`src/rtl/uflash_arbiter_pkg.sv`:
```
// rtl/uflash_arbiter_pkg.sv - shared opcodes and FSM state encoding for the uflash arbiter
package uflash_arbiter_pkg;

    localparam logic [3:0] OP_READ  = 4'b0000;
    localparam logic [3:0] OP_WRITE = 4'b1111;
    localparam logic [3:0] OP_ERASE = 4'b0001;

    typedef enum logic [1:0] {
        S_IDLE      = 2'd0,
        S_ISSUE     = 2'd1,
        S_WAIT_LOW  = 2'd2,
        S_WAIT_HIGH = 2'd3
    } state_t;

endpackage

```
`src/rtl/uflash_rr2.sv`:
```
// rtl/uflash_rr2.sv - two-way round-robin picker producing a one-hot grant
module uflash_rr2 (
    input  logic [1:0] i_req,
    input  logic       i_last,
    output logic [1:0] o_grant
);

    // On contention the port that was not served last wins; otherwise the lone requester wins.
    always_comb begin
        o_grant = i_req;
        if (i_req == 2'b11) begin
            o_grant = i_last ? 2'b01 : 2'b10;
        end
    end

endmodule

```
`src/rtl/uflash_arbiter.sv`:
```
// rtl/uflash_arbiter.sv - round-robin sharing of one uflash controller between two requesters
module uflash_arbiter
    import uflash_arbiter_pkg::*;
#(
    parameter int TIMEOUT_CYCLES = 2700000,
    parameter int ADDR_W         = 15
) (
    input  logic              clk,
    input  logic              rst_i,
    input  logic              m0_valid,
    input  logic [3:0]        m0_wstrb,
    input  logic [ADDR_W-1:0] m0_addr,
    input  logic [31:0]       m0_wdata,
    output logic              m0_ack,
    output logic              m0_done,
    output logic              m0_err,
    output logic [31:0]       m0_rdata,
    input  logic              m1_valid,
    input  logic [3:0]        m1_wstrb,
    input  logic [ADDR_W-1:0] m1_addr,
    input  logic [31:0]       m1_wdata,
    output logic              m1_ack,
    output logic              m1_done,
    output logic              m1_err,
    output logic [31:0]       m1_rdata,
    output logic              fl_sel,
    output logic [3:0]        fl_wstrb,
    output logic [ADDR_W-1:0] fl_addr,
    output logic [31:0]       fl_wdata,
    input  logic              fl_ready,
    input  logic [31:0]       fl_rdata,
    output logic              err_timeout,
    output logic              busy
);

    localparam int              CNT_W   = $clog2(TIMEOUT_CYCLES);
    localparam logic [CNT_W-1:0] CNT_MAX = CNT_W'(TIMEOUT_CYCLES - 1);
    localparam logic [CNT_W-1:0] CNT_PRE = CNT_W'(TIMEOUT_CYCLES - 2);

    state_t              r_state;
    logic                r_port;
    logic                r_last;
    logic [CNT_W-1:0]    r_cnt;
    logic                r_fl_sel;
    logic [3:0]          r_fl_wstrb;
    logic [ADDR_W-1:0]   r_fl_addr;
    logic [31:0]         r_fl_wdata;
    logic [1:0]          r_done;
    logic [1:0]          r_err;
    logic [31:0]         r_rdata0;
    logic [31:0]         r_rdata1;
    logic                r_err_timeout;

    logic [1:0]          w_grant;
    logic                w_take;
    logic                w_timeout;

    uflash_rr2 u_rr2 (
        .i_req   ({m1_valid, m0_valid}),
        .i_last  (r_last),
        .o_grant (w_grant)
    );

    // A grant needs an idle FSM and an idle controller; a timed-out operation may still be running.
    assign w_take    = (r_state == S_IDLE) && fl_ready && (m0_valid || m1_valid);
    // Counter reaches TIMEOUT_CYCLES-1 on this edge, so the error done lands TIMEOUT_CYCLES after ISSUE.
    assign w_timeout = (r_cnt == CNT_PRE);

    assign m0_ack      = w_take && w_grant[0];
    assign m1_ack      = w_take && w_grant[1];
    assign m0_done     = r_done[0];
    assign m1_done     = r_done[1];
    assign m0_err      = r_err[0];
    assign m1_err      = r_err[1];
    assign m0_rdata    = r_rdata0;
    assign m1_rdata    = r_rdata1;
    assign fl_sel      = r_fl_sel;
    assign fl_wstrb    = r_fl_wstrb;
    assign fl_addr     = r_fl_addr;
    assign fl_wdata    = r_fl_wdata;
    assign err_timeout = r_err_timeout;
    assign busy        = (r_state != S_IDLE);

    // Arbitration FSM: grant, one-cycle select, ready low/high handshake, watchdog.
    always_ff @(posedge clk or posedge rst_i) begin
        if (rst_i) begin
            r_state       <= S_IDLE;
            r_port        <= 1'b0;
            r_last        <= 1'b1;
            r_cnt         <= '0;
            r_fl_sel      <= 1'b0;
            r_fl_wstrb    <= '0;
            r_fl_addr     <= '0;
            r_fl_wdata    <= '0;
            r_done        <= 2'b00;
            r_err         <= 2'b00;
            r_rdata0      <= '0;
            r_rdata1      <= '0;
            r_err_timeout <= 1'b0;
        end else begin
            r_fl_sel <= 1'b0;
            r_done   <= 2'b00;
            r_err    <= 2'b00;
            case (r_state)
                S_IDLE: begin
                    if (w_take) begin
                        r_port     <= w_grant[1];
                        r_fl_wstrb <= w_grant[1] ? m1_wstrb : m0_wstrb;
                        r_fl_addr  <= w_grant[1] ? m1_addr  : m0_addr;
                        r_fl_wdata <= w_grant[1] ? m1_wdata : m0_wdata;
                        r_fl_sel   <= 1'b1;
                        r_state    <= S_ISSUE;
                    end
                end
                S_ISSUE: begin
                    r_cnt   <= '0;
                    r_state <= S_WAIT_LOW;
                end
                default: begin
                    if (r_cnt != CNT_MAX) begin
                        r_cnt <= r_cnt + CNT_W'(1);
                    end
                    if (r_state == S_WAIT_HIGH && fl_ready) begin
                        r_done[r_port] <= 1'b1;
                        if (r_fl_wstrb == OP_READ) begin
                            if (r_port) begin
                                r_rdata1 <= fl_rdata;
                            end else begin
                                r_rdata0 <= fl_rdata;
                            end
                        end
                        r_last  <= r_port;
                        r_state <= S_IDLE;
                    end else if (w_timeout) begin
                        r_done[r_port] <= 1'b1;
                        r_err[r_port]  <= 1'b1;
                        r_err_timeout  <= 1'b1;
                        r_last         <= r_port;
                        r_state        <= S_IDLE;
                    end else if (r_state == S_WAIT_LOW && !fl_ready) begin
                        r_state <= S_WAIT_HIGH;
                    end
                end
            endcase
        end
    end

endmodule

```
`config.mk`:
```
export PLATFORM = sky130hd
export DESIGN_NAME = uflash_arbiter
export DESIGN_NICKNAME = d
export VERILOG_FILES = /design/src/rtl/uflash_arbiter_pkg.sv /design/src/rtl/uflash_rr2.sv /design/src/rtl/uflash_arbiter.sv
export SDC_FILE = /design/constraint.sdc
export NUM_CORES = 1
export LEC_CHECK = 0
export ABC_AREA = 1
export BUFFER_PORTS_ARGS = -buffer_cell sky130_fd_sc_hd__buf_2
export CAP_MARGIN = 20
export CORE_MARGIN = 2
export CORE_UTILIZATION = 53
export CTS_CLUSTER_DIAMETER = 60
export DETAILED_ROUTE_END_ITERATION = 12
export GPL_ROUTABILITY_DRIVEN = 0
export GPL_TIMING_DRIVEN = 0
export PLACE_DENSITY = 0.95
export SLEW_MARGIN = 0
export SYNTH_ARGS = -nofsm -noshare
export SYNTH_HDL_FRONTEND = slang
export SYNTH_SLANG_ARGS = --single-unit
export TNS_END_PERCENT = 50
```
`constraint.sdc`:
```
create_clock -name clk -period 12.6 [get_ports clk]
set_clock_uncertainty 0.1 [all_clocks]
set_input_delay 1.89 -clock clk [delete_from_list [all_inputs] [get_ports clk]]
set_output_delay 1.89 -clock clk [all_outputs]
set_load 0.01 [all_outputs]
```
==> metrics, run 1 <==
Routed Wire Length=19100 um; Crit Path Max Fanout=10; maximum clock path buffer count=2; Worst Reg-to-Reg Cells=9; vias in the first global route=6144; area leader, netlist=dfrtp_1; CORE AREA=12600 um^2; DP Wirelength=13900 um; Mapped Nets=956; cts bufs inserted=17; die footprint=13700 um^2; placed cell area=8350 um^2; ys async rst share=100%; delay of the slowest cell on the worst path=0.24 ns; H-tree depth=4; routed vias=6552; clock latency on the worst-skew pair=0.42 ns; Max VDD drop=0.116 mV; CTS Hold Buffers Added=0; Power Density=220 nW/um^2; CP delay by family, top=buffers and inverters; f_max=0.199 GHz; Mapped Cells=815; std cell rows=41; Final Hold Viols=0; Total Negative Setup Slacks=0 ns; first-pass GRT wire length=28900 um; WL per Instance=14.9 um; mapped cell area=6790 um^2; # port buffers=262; P&R area growth vs syn=32.3%; top_reg_cell synth=dfrtp_1; Min-Delay Path Class=flip-flop to flip-flop; Initial Util=54.0%; Final ANT Viol Nets=0; worst hold slack=0.378 ns; Final period util=39.9%; outcome=completed; R2R Path Start=r_cnt[0]; Final Setup Violations=0; crit path launch=fl_ready; top-area cell type share of the netlist area=53.8%; Ports=263; clk sink count=147; Synth Warn #=0; hold path cells=2; buffer count from post-CTS setup fixing=0; fillers=914; Final Critical Period=5.02 ns; crit end category=primary output; Worst EP arrival=3.03 ns; Area contributors post-synth=dfrtp_1 54%, nand2_1 18%, nand3_1 5.6%; worst path cell trace=buf_2 -> o21ai_0 -> nor2_2 -> nand2_1 -> inv_2 -> buf_2 -> buf_2; Avg Inst Size Synth=8.33 um^2; root buffer cell=clkbuf_16; WHS Endpoint=m1_rdata[18]; Die X-Extent=117 um; Netlist cell types=31; R2R setup slack=10.38 ns; DRC violations left=0; TritonCTS clock tree=yes; Post-synth EDFFs=0; Synth Register Bits=147; hold_sp=m1_rdata[18]; crit path buf inv count=4; Resized cells post-CTS=0; post-route cell area=8990 um^2; CP required=10.61 ns; initial antenna violation count=0; Vias/cell=5.11; commonest cells in the synthesized netlist=319 x nand2_1, 146 x dfrtp_1, 76 x nand3_1; crit start category=input port; Total GRT Usage=27.4%; RSZ-0062 raised after global routing=false; CP max stage cell=buf_2; initial DRC count=508; total congestion overflow=0; most frequent cell after synthesis=nand2_1; Final Slew Violations=0; P_leak=0.00497 uW; max-capacitance violation count=0; largest net degree at the start of global routing=89; share of cells above drive strength 1=34.3%; TritonRoute pass-1 iters=5; Seq/Total Area, Yosys=54.2%; Worst Tran Pin Value=0.537 ns; clk slew on worst S/H paths=0.06 ns; cell repeated most along the worst path=buf_2; relative slew slack=64.2%; RR Endpoint=r_cnt[19]; Die Y=117 um; Nets=1238; final core utilization=71.5%; CP Class=input port to primary output
power by group:
part,total (uW),internal [uW],switching [uW]
Combinational,668,274,394
Clock,538,334,204
Sequential,768,653,115
Total,1970,1260,713
layout make-up:
class | count | area, um^2 | area share [%]
sequential | 147 | 3680 | 40.9
multi-input combinational | 568 | 2610 | 29.0
timing repair buffer | 263 | 1340 | 14.9
clock buffer | 17 | 425 | 4.73
inverter | 68 | 265 | 2.95
buffer | 32 | 244 | 2.72
tap | 172 | 215 | 2.39
clock inverter | 14 | 204 | 2.27
antenna | 2 | 5.00 | 0.0557
kinds of logic (layout without fill, tap and decap cells):
| group | Yosys count | in the layout | synth area share (%) |
|---|---|---|---|
| compound gates | 73 | 73 | 6.98 |
| xor+xnor | 7 | 7 | 0.903 |
| fa+ha+maj | 2 | 2 | 0.368 |
| buf+inv | 100 | 394 | 7.42 |
| flops | 147 | 147 | 54.2 |
| other cells | 0 | 2 | 0 |
| simple gates | 486 | 486 | 30.2 |
cell usage in the layout, fill, tap and decap left out, drive strengths merged:
cell,instances
nand2,332
buf,291
dfrtp,146
nand3,78
inv,72
o21ai,71
nor2,58
clkbuf,21
nand4,13
xor2,7
bufinv,4
clkinv,4
diode,2
ha,2
clkinvlp,2
nor3,2
o22ai,1
or2,1
a21o,1
nor4,1
and2,1
dfstp,1
layer usage:
metal | vias to the layer above | routed length, um | GRT usage (%)
met1 | 3032 | 7400 | 32.9
li1 | 3142 | - | -
met3 | 57 | 1570 | 7.83
met2 | 321 | 9560 | 46.1
met5 | - | 0 | 0
met4 | 0 | 573 | 12.2
tightest hold or removal path: cells and delay by family (launching register included):
family | cells | cell delay [ns]
flip-flops | 1 | 0.34
AO/OA/AOI/OAI | 1 | 0.05
AND/OR/NAND/NOR | 1 | 0.06
stage by stage:
| stage | cells | worst slack (ns) | power, uW |
|---|---|---|---|
| final | 1283 | 7.58 | 1970 |
| after floorplan | 815 | 6.66 | 1140 |
| after detailed placement | 1250 | 7.60 | 1430 |
| after CTS | 1281 | 7.60 | 1980 |
| after global placement | 1249 | 5.11 | 1400 |
| after global routing | 1281 | 7.45 | 2100 |
sequential cells by signal (all words and copies together), names as in the netlist:
register and flops:
err_timeout 1, fl_addr 15, fl_sel 1, fl_wdata 32, fl_wstrb 4, m0_rdata 32
m1_rdata 32, r_cnt 22, r_done 2, r_err 2, r_last 1, r_port 1
r_state 2
worst max path at each step:
stage                     cells past startpoint           end
after CTS                                     7        m1_ack
final                                         7        m1_ack
after detailed placement                      7        m1_ack
after global routing                          7        m1_ack
after floorplan                               1   err_timeout
after global placement                        2  m0_rdata[20]
Power figures use the tool's default switching activity.
==> inputs of run 2 (changes only) <==
- CORE_UTILIZATION: 53 -> 44
- PLACE_DENSITY: 0.95 -> 0.86
- clock period: 12.6 -> 4.1 ns (I/O delays scaled with it)
==> run 2 against run 1 <==
Net effect:
- sequential cell count did not move
- clock-buffer cell count rose by 2
- highest routed layer is now met5
- worst hold slack got worse by 0.22 ns
==> metrics, run 2 (synthesized netlist as in run 1, its figures left out) <==
outcome=completed (unchanged); WL per Instance=14.5 um (was 14.9 um); Ports=263 (unchanged); P_sw=2160 uW (was 713 uW); initial DRC count=407 (was 508); CORE AREA=15100 um^2 (was 12600 um^2); most common cell after layout, fill and taps aside=nand2_1 (unchanged); f_max=0.366 GHz; R2R setup slack=1.91 ns (was 10.38 ns); delay of the slowest cell on the worst path=0.47 ns (was 0.24 ns); crit end category=primary output (unchanged); share of cells above drive strength 1=34.4% (was 34.3%); # port buffers=262 (unchanged); H-tree depth=4 (unchanged); clock latency on the worst-skew pair=0.41 ns (was 0.42 ns); Total GRT Usage=23.3% (was 27.4%); RSZ-0062 raised after global routing=false (unchanged); Sw Ratio=36.3% (was 36.1%); CTS Hold Buffers Added=0 (unchanged); leading cell types in the layout, fill and taps excluded=319 x nand2_1, 276 x buf_2, 146 x dfrtp_1 (unchanged); Vias/cell=4.95 (was 5.11); total congestion overflow=0 (unchanged); Final Critical Period=2.74 ns; Clock Power Share=26.3% (was 27.2%); Resized cells post-CTS=0 (unchanged); Final ANT Viol Nets=0 (unchanged); Final Slew Violations=0 (unchanged); Crit Path Max Fanout=10 (unchanged); DRC violations left=0 (unchanged); buffer count from post-CTS setup fixing=0 (unchanged); die footprint=16400 um^2 (was 13700 um^2); Logic pwr share=34.3% (was 33.9%); routed vias=6424 (was 6552); P_leak=0.00496 uW (was 0.00497 uW); DP Wirelength=14400 um (was 13900 um); # diodes=0 (was 2); TritonCTS clock tree=yes (unchanged); std cell rows=45 (was 41); first-pass GRT wire length=30200 um (was 28900 um); CP Class=flip-flop to primary output (was input port to primary output); maximum clock path buffer count=2 (unchanged); TritonRoute pass-1 iters=5 (unchanged); CP max stage cell=dfrtp_1 (was buf_2); root buffer cell=clkbuf_16 (unchanged); Worst EP arrival=2.02 ns (was 3.03 ns); largest net degree at the start of global routing=46 (was 89); Die X-Extent=128 um (was 117 um); max-capacitance violation count=0 (unchanged); Flop pwr share=39.4% (was 38.9%); Total Negative Setup Slacks=0 ns (unchanged); Min-Delay Path Class=input port to asynchronous set/reset pin (was flip-flop to flip-flop); initial antenna violation count=1 (was 0); vias in the first global route=6100 (was 6144); Routed Wire Length=18800 um (was 19100 um); cts bufs inserted=17 (unchanged); P&R area growth vs syn=32.5% (was 32.3%); clk slew on worst S/H paths=0.06 ns (about the same); relative slew slack=63.2% (was 64.2%); clk sink count=147 (unchanged); Initial Util=44.8% (was 54.0%); Final period util=66.7%; crit start category=flip-flop (was input port); Nets=1240 (was 1238); worst hold slack=0.154 ns (was 0.378 ns); fillers=1355 (was 914); Worst Tran Pin Value=0.551 ns (was 0.537 ns); Final Hold Viols=0 (unchanged); CP required=3.38 ns (was 10.61 ns); Die Y=128 um (was 117 um); Int Power=3790 uW (was 1260 uW); Final Setup Violations=0 (unchanged); Power Density=661 nW/um^2 (was 220 nW/um^2); worst path cell trace=inv_1 -> nand2_1 -> nor2_2 -> nand2_1 -> inv_2 -> buf_2 -> buf_2 (was buf_2 -> o21ai_0 -> nor2_2 -> nand2_1 -> inv_2 -> buf_2 -> buf_2); Max VDD drop=0.346 mV (was 0.116 mV)
[run 2: metrics by stage]
stage	worst slack (ns)	instance area (um^2)	std cells	util, %	total power, uW
finish	1.36	9000	1299	59.4	5950
global route	1.19	9000	1299	59.4	6340
CTS	1.34	9000	1299	59.4	6000
detailed placement	1.69	8400	1268	55.5	4410
global placement	0.677	8340	1265	55.1	4320
floorplan	1.54	6800	815	-	3520
[run 2: worst max-delay path: cells and delay by family (launching register included)]
family | cells | cell delay, ns
simple gates | 3 | 0.44
buf+inv | 4 | 0.69
flops | 1 | 0.47
[run 2: path summary, 6_finish.rpt]
path | depth (start not counted) | startpoint | endpoint
min | 2 | rst_i | m1_rdata[2]
max in group asynchronous | 3 | rst_i | r_last
min reg2reg | 2 | m1_rdata[14] | m1_rdata[14]
max | 7 | r_state[1] | m0_ack
min in group clk | 3 | m1_wdata[15] | fl_wdata[15]
max reg2reg | 9 | r_cnt[0] | r_cnt[14]
[run 2: power groups by stage]
stage          sequential [uW]  clock [uW]  combinational, uW
3_5_place_dp              2350           0               2060
5_1_grt                   2400        1670               2270
6_report                  2350        1570               2040
4_1_cts                   2340        1600               2060
2_1_floorplan             2570           0                945
3_3_place_gp              2340           0               1980
[run 2: area by class of cell]
class	count	area, um^2	share of cell area (%)
plain buffers	32	244	2.71
clock buffers	19	453	5.03
clock inverters	12	145	1.61
inverters	68	264	2.93
multi-input cells	568	2610	29.0
flip-flops and latches	147	3680	40.9
well taps	188	235	2.61
repair buffers	265	1370	15.2
[run 2: metal layers]
metal	part of all wire, %	GRT usage (%)	wire (um)	vias to the layer above
li1	-	-	-	3139
met1	41	29.5	7720	2963
met5	0.069	0	13	-
met2	50	38.8	9340	287
met4	2.0	8.08	371	2
met3	7.3	6.14	1380	33
==> inputs of run 3 (changes only) <==
- ABC_AREA: 1 -> 0
- CORE_UTILIZATION: 44 -> 48
- PLACE_DENSITY: 0.86 -> 0.9
- clock period: 4.1 -> 2.7 ns (I/O delays scaled with it)
==> run 3 against run 2 <==
Net effect:
- first-iteration DRC count fell by 35%
- area after synthesis down 6.8%
- cell area shrank 5.7%
- via count is 18% lower
- final cell count shrank 23%
- sequential cell count stayed put
- power grew 46%
- wire length shrank 9.5%
- register-to-register slack lost 1.7 ns
- synthesized cell count decreased by 35%
- clock power up 42%
- combinational power up 41%
- largest power group unchanged
- highest routed layer is now met4
==> metrics, run 3 <==
CP Class=flip-flop to primary output (unchanged); P_leak=0.00449 uW (was 0.00496 uW); Final Slew Violations=0 (unchanged); post-route cell area=8480 um^2 (was 9000 um^2); die footprint=14100 um^2 (was 16400 um^2); Final period util=93.8%; area leader, netlist=dfrtp_1 (unchanged); top_reg_cell synth=dfrtp_1 (unchanged); crit end category=primary output (unchanged); register area=3680 um^2 (unchanged); placed cell area=7920 um^2 (was 8400 um^2); initial antenna violation count=1 (unchanged); Synth Warn #=0 (unchanged); Final ANT Viol Nets=0 (unchanged); CORE AREA=12800 um^2 (was 15100 um^2); ys async rst share=100% (unchanged); clk slew on worst S/H paths=0.06 ns (about the same); crit start category=flip-flop (unchanged); P&R area growth vs syn=34.0% (was 32.5%); mapped cell area=6330 um^2 (was 6790 um^2); Mapped Nets=669 (was 956); Routed Wire Length=17000 um (was 18800 um); Min-Delay Path Class=input port to asynchronous set/reset pin (unchanged); Vias/cell=5.25 (was 4.95); clock latency on the worst-skew pair=0.42 ns (was 0.41 ns); Synth Register Bits=147 (unchanged); routed vias=5244 (was 6424); H-tree depth=4 (unchanged); DP Worst Slack=0.293 ns (was 1.69 ns); Worst Tran Pin Value=0.900 ns (was 0.551 ns); DRC violations left=0 (unchanged); clk sink count=147 (unchanged); Max VDD drop=0.546 mV (was 0.346 mV); Final Setup Violations=0 (unchanged); Post-Place Cells=965 (was 1268); relative slew slack=39.9% (was 63.2%); setup ws final=0.166 ns (was 1.36 ns); TritonCTS clock tree=yes (unchanged); maximum clock path buffer count=2 (unchanged); share of cells above drive strength 1=46.5% (was 34.4%); fillers=995 (was 1355); WL per Instance=17.1 um (was 14.5 um); most frequent cell after synthesis=dfrtp_1 (was nand2_1); cts bufs inserted=17 (unchanged); root buffer cell=clkbuf_16 (unchanged); buffer count from post-CTS setup fixing=0 (unchanged); CP required=2.19 ns (was 3.38 ns); Initial Util=49.6% (was 44.8%); Avg Inst Size Synth=12.0 um^2 (was 8.33 um^2); Netlist cell types=47 (was 31); TritonRoute pass-1 iters=5 (unchanged); Final Critical Period=2.53 ns; Worst EP arrival=2.03 ns (was 2.02 ns); Mapped Cells=528 (was 815); first-pass GRT wire length=27200 um (was 30200 um); final core utilization=66.4% (was 59.4%); Total GRT Usage=24.7% (was 23.3%); max-capacitance violation count=0 (unchanged); Seq/Total Area, Yosys=58.1% (was 54.2%); Resized cells post-CTS=0 (unchanged); multi-input logic area=2500 um^2 (was 2610 um^2); Die Y=119 um (was 128 um); Final Non-Filler Cells=998 (was 1299); Power Density=1030 nW/um^2 (was 661 nW/um^2); std cell rows=41 (was 45); Crit Path Max Fanout=10 (unchanged); total congestion overflow=0 (unchanged); RSZ-0062 raised after global routing=false (unchanged); top-area cell type share of the netlist area=57.7% (was 53.8%); outcome=completed (unchanged); commonest cells in the synthesized netlist=146 x dfrtp_1, 70 x nand2_1, 64 x mux2_2 (was 319 x nand2_1, 146 x dfrtp_1, 76 x nand3_1); CTS Hold Buffers Added=0 (unchanged); f_max=0.395 GHz; Area contributors post-synth=dfrtp_1 58%, mux2_2 11%, mux2i_1 8.5% (was dfrtp_1 54%, nand2_1 18%, nand3_1 5.6%); Die X-Extent=119 um (was 128 um); initial DRC count=263 (was 407); Ports=263 (unchanged); DP Wirelength=12700 um (was 14400 um); Nets=953 (was 1240); vias in the first global route=5402 (was 6100); largest net degree at the start of global routing=42 (was 46); Final Hold Viols=0 (unchanged); most common cell after layout, fill and taps aside=buf_2 (was nand2_1); leading cell types in the layout, fill and taps excluded=270 x buf_2, 146 x dfrtp_1, 70 x nand2_1 (was 319 x nand2_1, 276 x buf_2, 146 x dfrtp_1); # port buffers=262 (unchanged); worst hold slack=0.0680 ns (was 0.154 ns); Post-synth EDFFs=0 (unchanged)
## run 3: cell count changes after synthesis, moves of 10 or more
cell	before	now
o21ai_1	36	0
clkbuf_1	4	20
buf_6	12	0
mux2_2	0	64
nand2_1	319	70
mux2i_1	0	54
nor2_1	54	16
o21ai_2	28	1
o21ai_0	7	63
nand3_1	76	12
nand2_2	10	0
inv_1	60	7
## run 3: worst paths after layout
path	startpoint	end	slack, ns	depth (start not counted)
hold reg to reg	fl_addr[9]	fl_addr[9]	0.37	2
setup reg to reg	fl_wstrb[0]	m0_rdata[9]	0.23	5
max in group asynchronous	rst_i	m0_rdata[9]	1.53	4
min in group clk	fl_rdata[24]	m0_rdata[24]	0.12	2
setup / recovery	r_state[0]	m0_ack	0.17	5
hold / removal	rst_i	m1_rdata[23]	0.07	2
## run 3: metal layers
layer	vias up	GRT usage, %	part of all wire [%]
li1	2436	-	-
met1	2523	28.8	38
met2	241	42.5	52
met3	44	6.70	7.0
met4	0	11.2	3.0
met5	-	0	0
## run 3: worst max-delay path: stages (launching register included)
cell and delay [ns]:
dfrtp_1 0.42, or3_1 0.38, clkbuf_1 0.23, clkbuf_1 0.27, nor2_1 0.17, buf_2 0.14
## run 3: final cells by class
cell class | count | area share (%)
Clock inverter | 11 | 1.18
Antenna cell | 1 | 0.0295
Buffer | 29 | 1.45
Clock buffer | 21 | 5.43
Multi-Input combinational cell | 345 | 29.5
Timing Repair Buffer | 265 | 16.2
Sequential cell | 147 | 43.4
Inverter | 7 | 0.354
Tap cell | 172 | 2.54
## run 3: cells by family (layout without fill, tap and decap cells)
logic type,count (synthesis),count (layout),synth area share [%]
AOI/OAI and AO/OA,83,83,7.43
xor gates and xnor gates,5,5,0.692
adders and majority gates,2,2,0.395
buffers and inverters,36,333,2.35
DFF,147,147,58.1
muxes,119,119,20.1
other,0,1,0
and+or+nand+nor,136,136,10.9
## run 3: stage by stage
step | power [uW] | setup TNS (ns)
final | 8700 | 0
after global routing | 9210 | 0
after CTS | 8780 | 0
after detailed placement | 6510 | 0
after global placement | 6340 | -76.14
after floorplan | 5120 | 0
## run 3: power breakdown
| part | internal (uW) | switching, uW |
|---|---|---|
| Clock | 1320 | 916 |
| Sequential | 3090 | 507 |
| Combinational | 1320 | 1550 |
